File: config.mk
export PLATFORM = sky130hd
export DESIGN_NAME = tdm_voice_mixer_dac
export DESIGN_NICKNAME = d
export VERILOG_FILES = /design/src/rtl/tdm_voice_mixer_dac.sv
export SDC_FILE = /design/constraint.sdc
export NUM_CORES = 1
export LEC_CHECK = 0
export ABC_AREA = 1
export CAP_MARGIN = 20
export CORE_ASPECT_RATIO = 1.2
export CORE_MARGIN = 5
export CORE_UTILIZATION = 25
export DETAILED_ROUTE_END_ITERATION = 8
export GPL_TIMING_DRIVEN = 0
export PLACE_DENSITY = 0.42
export SETUP_SLACK_MARGIN = 0.4
export SKIP_CTS_REPAIR_TIMING = 1
export SLEW_MARGIN = 20
export SYNTH_ARGS = -nofsm -noshare
export SYNTH_HDL_FRONTEND = slang
export SYNTH_SLANG_ARGS = --single-unit
export TNS_END_PERCENT = 20
File: constraint.sdc
create_clock -name sys_clk -period 1.74 [get_ports sys_clk]
set_input_delay 0.522 -clock sys_clk [delete_from_list [all_inputs] [get_ports sys_clk]]
set_output_delay 0.522 -clock sys_clk [all_outputs]
set_load 0.005 [all_outputs]
File: src/rtl/tdm_voice_mixer_dac.sv
// Sums one TDM frame of voice samples into a scaled, saturated mix sample
// and drives a first-order delta-sigma 1-bit DAC from the latest mix.
module tdm_voice_mixer_dac #(
  parameter int D_W        = 16,
  parameter int NUM_VOICES = 4,
  parameter int CH_W       = 2,
  parameter int GAIN_SHIFT = 2
) (
  input  logic            sys_clk,
  input  logic            rst_n,
  input  logic            tdm_valid,
  input  logic [D_W-1:0]  tdm_voice_data,
  input  logic [CH_W-1:0] tdm_channel,
  input  logic            tdm_chan_enabled,
  output logic [D_W-1:0]  mix_sample,
  output logic            mix_valid,
  output logic            frame_err,
  output logic            dac_out
);

  localparam int A_W = D_W + CH_W;
  localparam logic [CH_W-1:0]       LAST_CH = CH_W'(NUM_VOICES - 1);
  localparam logic signed [A_W-1:0] SAT_MAX = A_W'((2 ** (D_W - 1)) - 1);
  localparam logic signed [A_W-1:0] SAT_MIN = -SAT_MAX - A_W'(1);

  logic signed [A_W-1:0] acc_q, acc_d;
  logic signed [A_W-1:0] slot_val, final_sum, shifted;
  logic [CH_W-1:0]       exp_q, exp_d;
  logic                  resync_q, resync_d;
  logic [D_W-1:0]        mix_q, mix_d;
  logic                  mix_valid_q, mix_valid_d;
  logic                  err_q, err_d;
  logic [D_W:0]          integ_q, integ_d;
  logic                  dac_q, dac_d;
  logic [D_W-1:0]        u;

  always_comb begin
    acc_d       = acc_q;
    exp_d       = exp_q;
    resync_d    = resync_q;
    mix_d       = mix_q;
    mix_valid_d = 1'b0;
    err_d       = 1'b0;
    slot_val    = tdm_chan_enabled ? {{CH_W{tdm_voice_data[D_W-1]}}, tdm_voice_data} : '0;
    final_sum   = (tdm_channel == '0) ? slot_val : acc_q + slot_val;
    shifted     = final_sum >>> GAIN_SHIFT;

    if (tdm_valid) begin
      // Once a frame is dropped, further stray slots are ignored silently
      // until slot 0 resynchronises, so one break yields one frame_err pulse.
      if (tdm_channel == exp_q || tdm_channel == '0) begin
        err_d    = (tdm_channel != exp_q) && !resync_q;
        resync_d = 1'b0;
        acc_d    = final_sum;
        exp_d    = tdm_channel + CH_W'(1);
        if (tdm_channel == LAST_CH) begin
          exp_d       = '0;
          mix_valid_d = 1'b1;
          if (shifted > SAT_MAX)      mix_d = SAT_MAX[D_W-1:0];
          else if (shifted < SAT_MIN) mix_d = SAT_MIN[D_W-1:0];
          else                        mix_d = shifted[D_W-1:0];
        end
      end else begin
        err_d    = !resync_q;
        resync_d = 1'b1;
        exp_d    = '0;
      end
    end
  end

  // Offset-binary input; dropping the old carry makes the error-feedback loop.
  always_comb begin
    u       = {~mix_q[D_W-1], mix_q[D_W-2:0]};
    integ_d = {1'b0, integ_q[D_W-1:0]} + {1'b0, u};
    dac_d   = integ_d[D_W];
  end

  always_ff @(posedge sys_clk or negedge rst_n) begin
    if (!rst_n) begin
      acc_q       <= '0;
      exp_q       <= '0;
      resync_q    <= 1'b0;
      mix_q       <= '0;
      mix_valid_q <= 1'b0;
      err_q       <= 1'b0;
      integ_q     <= '0;
      dac_q       <= 1'b0;
    end else begin
      acc_q       <= acc_d;
      exp_q       <= exp_d;
      resync_q    <= resync_d;
      mix_q       <= mix_d;
      mix_valid_q <= mix_valid_d;
      err_q       <= err_d;
      integ_q     <= integ_d;
      dac_q       <= dac_d;
    end
  end

  assign mix_sample = mix_q;
  assign mix_valid  = mix_valid_q;
  assign frame_err  = err_q;
  assign dac_out    = dac_q;

endmodule

==> results of run 1 <==
[stage by stage]
stage / instances / TNS, ns
CTS: 790 / -19.93
detailed placement: 782 / -31.99
finish: 813 / -4.93
global route: 813 / -9.19
global placement: 781 / -137.33
floorplan: 534 / -11.04
[placed cells by master, fill, tap and decap left out, drive strengths merged]
master	instances
a21boi	1
dfrtp	56
nand3	43
nand2	185
dlymetal6s2s	20
clkbuf	16
nand3b	2
o31ai	1
fa	2
a31oi	5
ha	33
a21oi	28
xnor2	8
nand4	1
o21ai	33
clkinv	1
nor3	7
o21bai	3
clkinvlp	1
nor2	25
a32o	1
clkdlybuf4s50	3
xor2	15
a22o	1
inv	70
buf	42
o21a	2
[area by class of cell]
cell class | instances | area (µm²)
Sequential cell | 56 | 1400
Multi-Input combinational cell | 396 | 2870
Clock buffer | 6 | 129
Inverter | 70 | 273
Buffer | 12 | 116
Fill cell | 1658 | 9880
Tap cell | 208 | 260
Clock inverter | 2 | 16.3
Timing Repair Buffer | 63 | 573
[logic make-up after synthesis]
| family | after synthesis | synth area share |
|---|---|---|
| fa+ha+maj | 35 | 0.115 |
| buf+inv | 82 | 0.0820 |
| compound gates | 75 | 0.107 |
| simple gates | 263 | 0.289 |
| flops | 56 | 0.356 |
| xor+xnor | 23 | 0.0511 |
[final timing paths]
| check | to | slack, ns | cells past startpoint |
|---|---|---|---|
| max | mix_sample[14] | -0.28 | 16 |
| min | dac_out | 0.11 | 1 |
| max reg2reg | mix_sample[14] | -0.15 | 12 |
| min reg2reg | frame_err | 0.44 | 1 |
| max in group asynchronous | integ_q[1] | 1.13 | 2 |
| min in group sys_clk | frame_err | 0.44 | 1 |
[power groups by stage]
stage	registers (W)	clock network, W	logic, W
final	0.00241	0.00107	0.00572
after global routing	0.00249	0.00116	0.00645
after floorplan	0.00229	0	0.00344
after global placement	0.00236	0	0.00466
after CTS	0.00236	0.00112	0.00473
after detailed placement	0.00238	0	0.00472
[flip-flops by register name, indices dropped and copies added (netlist names)]
| register | cells |
|---|---|
| acc_q | 18 |
| dac_out | 1 |
| exp_q | 2 |
| frame_err | 1 |
| integ_q | 16 |
| mix_sample | 16 |
| mix_valid | 1 |
| resync_q | 1 |
[layer usage]
| layer | GRT usage | wire, µm | vias up |
|---|---|---|---|
| met5 | 0 | 0 | - |
| met4 | 0.0389 | 178 | 0 |
| met1 | 0.139 | 4870 | 1742 |
| met2 | 0.216 | 6010 | 46 |
| met3 | 0.0231 | 306 | 12 |
| li1 | - | - | 1861 |
==> flow_summary_export.csv, run 1 <==
group,metric,value,unit
timing,finalSetupViolCount,30,
setup_path,critPathKind,"input pin to flip-flop",
timing,worstMarginPinSlew,0.603,ns
logic_synthesis,synth.distinct_cells,32,
setup_path,cp_cell_sequence,"buf_16 > buf_12 > nand2_4 > inv_4 > ha_4 > fa_2 > nand3_4 > nand3_4 > nand3_2 > nand2_4 > nand2_2 > nand2_1 > nand2_1 > nand3_2 > nand3_2 > nand2_1",
placement,hpwl,8.36,mm
job,maxCapViolations,0,
final_layout,diodes,0,
drt,dr.first_iter.drc_count,141,
timing,finalClockSkew,0.00743,ns
cts,h-tree-depth,2,
cts,cts_made_buffers,5,
setup_path,rr_startpoint,"acc_q[0]",
logic_synthesis,yosys-top-cells-area,"dfrtp_1, nand2_1, ha_1",
timing,whs,0.113,ns
floorplanning,row_count,50,
timing,post-route-period-util,1.16,
global_route,grt_pass1_wl,17.8,mm
placement,place.port_buffers,39,
setup_path,crit_path_max_incr_delay,0.38,ns
drt,drt_first_pass_iters,4,
pwr,internal_power,0.00498,W
global_route,globalRouteOverflowTotal,0,
logic_synthesis,ys_async_sr_fraction,1.00,
outcome,outcome,"finished with violations",
timing,finalCriticalPeriod,2.02,ns
drt,drc_errors,0,
setup_path,timing.critical_path.arrival,2.22,ns
logic_synthesis,ys.flop_type,"dfrtp_1",
floorplanning,die_area,18400,µm²
setup_path,endpoint_kind,"flip-flop",
timing,fin_ws,-0.280,ns
setup_path,startpoint,"tdm_chan_enabled",
final_layout,nNetsFinal,661,
cts,cts_tree,"built",
cts,clock_latency,0.31,ns
logic_synthesis,syn_area_per_cell,7.38,µm²
final_layout,drive_gt1_frac,0.337,
outcome,failed_checks,"setup timing",
global_route,grt_max_degree,34,
global_route,antenna_found_initial,0,
cts,path_clk_slew,0.08,ns
timing,drv_slew,0,
pwr,switching_share,0.460,
placement,gp_congestion,0.883,
timing,max_freq,0.495,GHz
logic_synthesis,synth_top_cell_area_share,0.356,
drt,postRouteAntennaNets,0,
drt,vias,3661,
final_layout,area_growth_syn_to_layout,43.1,%
pwr,switchingPower,0.00424,W
setup_path,path_buf_inv,3,
drt,routed_via_density,4.50,
floorplanning,die_h,148,µm
timing,hold_viol,0,
pwr,clockPowerShare,0.116,
setup_path,path_delay_family,"simple AND/OR/NAND/NOR gates",
global_route,grt_usage,0.118,
setup_path,cp_slowest_cell,"fa_2",
logic_synthesis,ys.warnings.count,0,
final_layout,final_util,0.363,
cts,clockBufferDepth,2,
cts,cts_root_buffer,"clkbuf_16",
logic_synthesis,synth_commonest_cells,"nand2_1, inv_1, dfrtp_1",
floorplanning,pin_count,41,
logic_synthesis,synth_edf_count,0,
pwr,comb_power_share,0.621,
floorplanning,core-area,15500,µm²
drt,wl_per_cell,14.0,µm
logic_synthesis,synth_nets,591,
global_route,grt_pass1_vias,3678,
logic_synthesis,synthCells,534,
floorplanning,initial_core_util,0.254,
floorplanning,die_x,125,µm
pwr,power_density,1630,nW/µm²
pwr,power_frac_seq,0.262,
timing,slew_headroom,0.598,
setup_path,cp-start-kind,"input pin",
logic_synthesis,netlist_area,3940,µm²
drt,routed_wirelength,11.4,mm
setup_path,cp.required,1.94,ns
placement,placed_cell_area,4660,µm²
final_layout,final_cell_area,5640,µm²
pwr,vdd_drop_max,0.463,mV
timing,rsz0062_at_grt,"yes",
placement,pre_cts_ws,-0.965,ns
pwr,p_leak,2.93,nW
cts,cts.sinks,56,
logic_synthesis,ys_seq_elements,56,
logic_synthesis,synth_area_leader_cell,"dfrtp_1",
logic_synthesis,ys_seq_area_frac,0.356,
logic_synthesis,synthMostInstantiatedCell,"nand2_1",
pwr,p_total,0.00921,W
setup_path,worstPathMaxFanout,5,
min_path,hold_class,"input pin to async pin",
Power figures use the tool's default switching activity.
==> run 2: changes to the inputs <==
- SETUP_SLACK_MARGIN: 0.4 -> 0.2
==> run 2 against run 1 <==
The flow still finishes with violations (setup timing). Final cell count is the same. Clock power hardly changed. Critical path type unchanged. Via count is 0.93% lower. Register-to-register slack lost 0.06 ns. Highest routed layer unchanged. Power rose by 2.1%. First-iteration DRC count is 9.2% lower.
==> flow_summary_export.csv, run 2 (same netlist as run 1, synthesis figures left out) <==
group,metric,value,unit
outcome,outcome,"finished with violations",
outcome,failed_checks,"setup timing",
global_route,grt_pass1_vias,3581,
global_route,grt_max_degree,37,
setup_path,endpoint_kind,"flip-flop",
timing,fin_ws,-0.292,ns
setup_path,cp-start-kind,"input pin",
timing,drv_slew,0,
placement,hpwl,8.39,mm
final_layout,final_util,0.374,
setup_path,cp_slowest_cell,"clkdlybuf4s50_1",
drt,drt_first_pass_iters,4,
pwr,p_leak,3.16,nW
timing,finalCriticalPeriod,2.03,ns
final_layout,final_cell_mix,"nand2_1, dfrtp_1, inv_1",
cts,h-tree-depth,2,
final_layout,largest-register,"acc_q",
timing,post-route-period-util,1.17,
final_layout,nNetsFinal,661,
drt,vias,3627,
setup_path,crit_path_max_incr_delay,0.40,ns
placement,place.port_buffers,39,
setup_path,worstPathMaxFanout,4,
pwr,vdd_drop_max,0.465,mV
drt,routed_wirelength,11.4,mm
setup_path,timing.critical_path.arrival,2.24,ns
cts,cts_tree,"built",
placement,pre_cts_ws,-0.977,ns
setup_path,cp_common_cell,"nand2_1",
drt,drc_errors,0,
setup_path,critPathKind,"input pin to flip-flop",
timing,worstMarginPinSlew,0.535,ns
timing,finalSetupViolCount,37,
cts,cts.sinks,56,
floorplanning,die_area,18400,µm²
floorplanning,row_count,50,
final_layout,drive_gt1_frac,0.316,
timing,whs,0.0967,ns
timing,slew_headroom,0.644,
cts,cts_root_buffer,"clkbuf_16",
global_route,grt_pass1_wl,17.9,mm
timing,finalClockSkew,0.00676,ns
pwr,power_density,1620,nW/µm²
global_route,antenna_found_initial,0,
global_route,grt_usage,0.120,
setup_path,cp_cell_sequence,"clkdlybuf4s50_1 > nand2_1 > inv_2 > ha_4 > inv_2 > o21ai_2 > a21oi_4 > o21ai_4 > nand2_1 > nand2_1 > nand2_1 > nand2_1 > nand2_2 > nand3_2 > nand2_1",
floorplanning,core-area,15500,µm²
final_layout,area_growth_syn_to_layout,47.4,%
drt,postRouteAntennaNets,0,
final_layout,largest_reg_flops,18,
timing,rsz0062_at_grt,"yes",
final_layout,final_common_cell,"nand2_1",
setup_path,cp.required,1.94,ns
min_path,hold_class,"input pin to async pin",
timing,max_freq,0.492,GHz
cts,cts_made_buffers,5,
floorplanning,pin_count,41,
floorplanning,die_x,125,µm
setup_path,reg2reg_depth,9,
timing,fin_setup_tns,-6.40,ns
drt,routed_via_density,4.46,
drt,dr.first_iter.drc_count,128,
drt,wl_per_cell,14.1,µm
floorplanning,die_h,148,µm
pwr,p_total,0.00941,W
timing,hold_viol,0,
cts,clock_latency,0.31,ns
placement,gp_congestion,0.863,
cts,path_clk_slew,0.08,ns
final_layout,diodes,0,
cts,clockBufferDepth,2,
floorplanning,initial_core_util,0.254,
global_route,globalRouteOverflowTotal,0,
job,maxCapViolations,0,
run 2: report_power, final:
group	total [W]	internal, W	leakage (nW)	switching [W]
combinational	0.00592	0.00265	2.40	0.00328
clock	0.00107	0.000542	0.0742	0.000530
sequential	0.00241	0.00194	0.686	0.000469
run 2: per-layer routing:
layer	GRT usage	wire, µm	up-vias
li1	-	-	1855
met1	0.145	4900	1718
met2	0.214	6040	43
met3	0.0239	308	11
met4	0.0362	178	0
met5	0	0	-
run 2: through the flow:
stage / cells / area, µm²
3_3_place_gp: 781 / 4640
2_1_floorplan: 534 / 3990
4_1_cts: 790 / 4810
6_report: 813 / 5810
3_5_place_dp: 782 / 4660
5_1_grt: 813 / 5810
run 2: worst max-delay path, delay by kind of cell:
kind	cells	cell delay [ns]
buffers and inverters	3	0.50
AOI/OAI and AO/OA	3	0.38
and+or+nand+nor	8	0.52
adders and majority gates	1	0.30
run 2: worst paths after layout:
| kind | startpoint | end | slack (ns) |
|---|---|---|---|
| setup / recovery | tdm_voice_data[4] | acc_q[11] | -0.29 |
| hold / removal | rst_n | dac_out | 0.1 |
| setup reg to reg | mix_sample[0] | integ_q[10] | -0.21 |
| hold reg to reg | resync_q | frame_err | 0.44 |
| max in group asynchronous | rst_n | mix_sample[1] | 1.14 |
| min in group sys_clk | resync_q | frame_err | 0.44 |
run 2: area by class of cell:
cell class / count / area (µm²)
Buffer: 12 / 118
Tap cell: 208 / 260
Clock inverter: 3 / 22.5
Fill cell: 1662 / 9710
Multi-Input combinational cell: 396 / 2920
Timing Repair Buffer: 63 / 686
Sequential cell: 56 / 1400
Inverter: 70 / 270
Clock buffer: 5 / 125
==> run 3: changes to the inputs <==
- PLACE_DENSITY: 0.42 -> not set
- PLACE_DENSITY_LB_ADDON: not set -> 0.05
==> run 3 against run 2 <==
The flow still finishes with violations (setup timing). Global-route usage is 0.51 points higher. Maximum frequency is 0.95% lower. Non-clock buffer count stayed put. Final cell count is 0.12% lower. Hold slack worse by 0.044 ns. First-iteration DRC count is 22% higher. Critical path type unchanged. Design area is 0.78% higher. Worst setup slack worse by 0.020 ns. Critical path depth stayed put. Utilization is 0.29 points higher. Routed wire length is 2.5% higher. Combinational power hardly changed.
==> flow_summary_export.csv, run 3 (same netlist as run 1, synthesis figures left out) <==
group,metric,value,unit
timing,finalSetupViolCount,35,
drt,drt_first_pass_iters,6,
global_route,grt.busiest_layer,"met2",
global_route,grtUsageMet3,0.0242,
job,maxCapViolations,0,
final_layout,diodes,0,
global_route,grt_usage,0.125,
cts,path_clk_slew,0.08,ns
final_layout,nNetsFinal,661,
setup_path,crit_path_max_incr_delay,0.41,ns
setup_path,cp_cell_sequence,"clkdlybuf4s50_1 > nand2_1 > inv_2 > ha_4 > nand2_1 > inv_2 > nand3_2 > nor3_2 > nand2_2 > nand2_1 > nand2_1 > nand2_1 > nand2_2 > nand3_2 > nand2_1",
setup_path,critPathKind,"input pin to flip-flop",
floorplanning,pin_count,41,
setup_path,cp-start-kind,"input pin",
final_layout,final_cell_mix,"nand2_1, dfrtp_1, inv_1",
global_route,grt_pass1_wl,18.4,mm
floorplanning,die_area,18400,µm²
global_route,globalRouteOverflowTotal,0,
floorplanning,core-area,15500,µm²
final_layout,largest-register,"acc_q",
cts,cts_root_buffer,"clkbuf_16",
global_route,grt_max_degree,46,
drt,postRouteAntennaNets,0,
pwr,p_total,0.00969,W
setup_path,worstPathMaxFanout,5,
cts,cts_tree,"built",
drt,dr.first_iter.drc_count,156,
placement,place.port_buffers,39,
outcome,failed_checks,"setup timing",
outcome,outcome,"finished with violations",
global_route,antenna_found_initial,0,
cts,cts_made_buffers,5,
final_layout,final_common_cell,"nand2_1",
floorplanning,initial_core_util,0.254,
setup_path,path_buf_inv,3,
setup_path,cp.required,1.94,ns
floorplanning,row_count,50,
cts,cts.sinks,56,
cts,h-tree-depth,2,
floorplanning,die_h,148,µm
drt,routed_via_density,4.46,
pwr,p_leak,3.17,nW
pwr,power_density,1660,nW/µm²
timing,post-route-period-util,1.18,
setup_path,endpoint_kind,"flip-flop",
drt,wl_per_cell,14.4,µm
final_layout,final_cell_area,5850,µm²
timing,hold_viol,0,
min_path,hold_class,"input pin to async pin",
setup_path,cp_common_cell,"nand2_1",
timing,fin_ws,-0.312,ns
final_layout,drive_gt1_frac,0.349,
drt,vias,3621,
timing,rsz0062_at_grt,"yes",
timing,worstMarginPinSlew,0.595,ns
final_layout,final_util,0.377,
pwr,vdd_drop_max,0.453,mV
placement,hpwl,8.65,mm
timing,max_freq,0.487,GHz
global_route,met2_usage,0.227,
global_route,use_met1,0.150,
drt,routed_wirelength,11.7,mm
setup_path,path_delay_family,"simple AND/OR/NAND/NOR gates",
timing,finalClockSkew,0.00327,ns
final_layout,largest_reg_flops,18,
cts,clockBufferDepth,2,
setup_path,timing.critical_path.arrival,2.26,ns
global_route,grt_pass1_vias,3633,
placement,gp_congestion,0.817,
cts,clock_latency,0.31,ns
timing,drv_slew,0,
final_layout,area_growth_syn_to_layout,48.6,%
floorplanning,die_x,125,µm
timing,finalCriticalPeriod,2.05,ns
timing,slew_headroom,0.603,
placement,placed_cell_area,4670,µm²
drt,drc_errors,0,
setup_path,cp_slowest_cell,"clkdlybuf4s50_1",
run 3: path summary, 6_finish.rpt:
path	from	end	slack, ns	cells past startpoint
setup / recovery	tdm_voice_data[14]	mix_sample[15]	-0.31	15
hold / removal	rst_n	integ_q[2]	0.05	1
setup reg to reg	acc_q[1]	mix_sample[15]	-0.17	16
hold reg to reg	resync_q	frame_err	0.43	1
max in group asynchronous	rst_n	acc_q[13]	1.19	2
min in group sys_clk	resync_q	frame_err	0.43	1
run 3: worst register-to-register path, cell delays in order (launching register included):
cell and delay (ns):
dfrtp_1 0.45, ha_4 0.29, nand2_2 0.04, nand2_2 0.07, nand2_2 0.05, nand2_2 0.09
nand2_2 0.07, nand2_2 0.08, nand3_2 0.09, nand2_4 0.12, nand2_2 0.07, nand2_1 0.06
nand2_1 0.05, nand2_1 0.08, nand2_2 0.07, nand3_2 0.09, nand2_1 0.06
run 3: metrics by stage:
step	setup TNS (ns)	hold WS, ns	std cells	worst slack, ns
final	-5.77	0.0531	812	-0.312
after global routing	-9.77	0.0594	812	-0.396
after CTS	-21.76	0.0510	789	-0.711
after detailed placement	-33.94	0.393	782	-1.04
after global placement	-143.89	0.419	781	-1.99
after floorplan	-11.04	0.226	534	-0.448
run 3: area by class of cell:
class                      count  area [µm²]
clock inverter                 2        60.1
multi-input combinational    396        2920
timing repair buffer          63         692
fill                        1682        9660
clock buffer                   5         125
buffer                        12         106
sequential                    56        1400
inverter                      70         283
tap                          208         260
run 3: report_power, final:
group / leakage, nW / internal (W) / switching [W] / total [W]
clock network: 0.0899 / 0.000820 / 0.000539 / 0.00136
registers: 0.686 / 0.00194 / 0.000456 / 0.00240
logic: 2.39 / 0.00261 / 0.00332 / 0.00593
total: 3.17 / 0.00537 / 0.00431 / 0.00969
run 3: metal layers:
metal	vias to the layer above	part of all wire
met2	37	0.53
met5	-	0
met3	10	0.023
met1	1719	0.44
met4	0	0.016
li1	1855	-
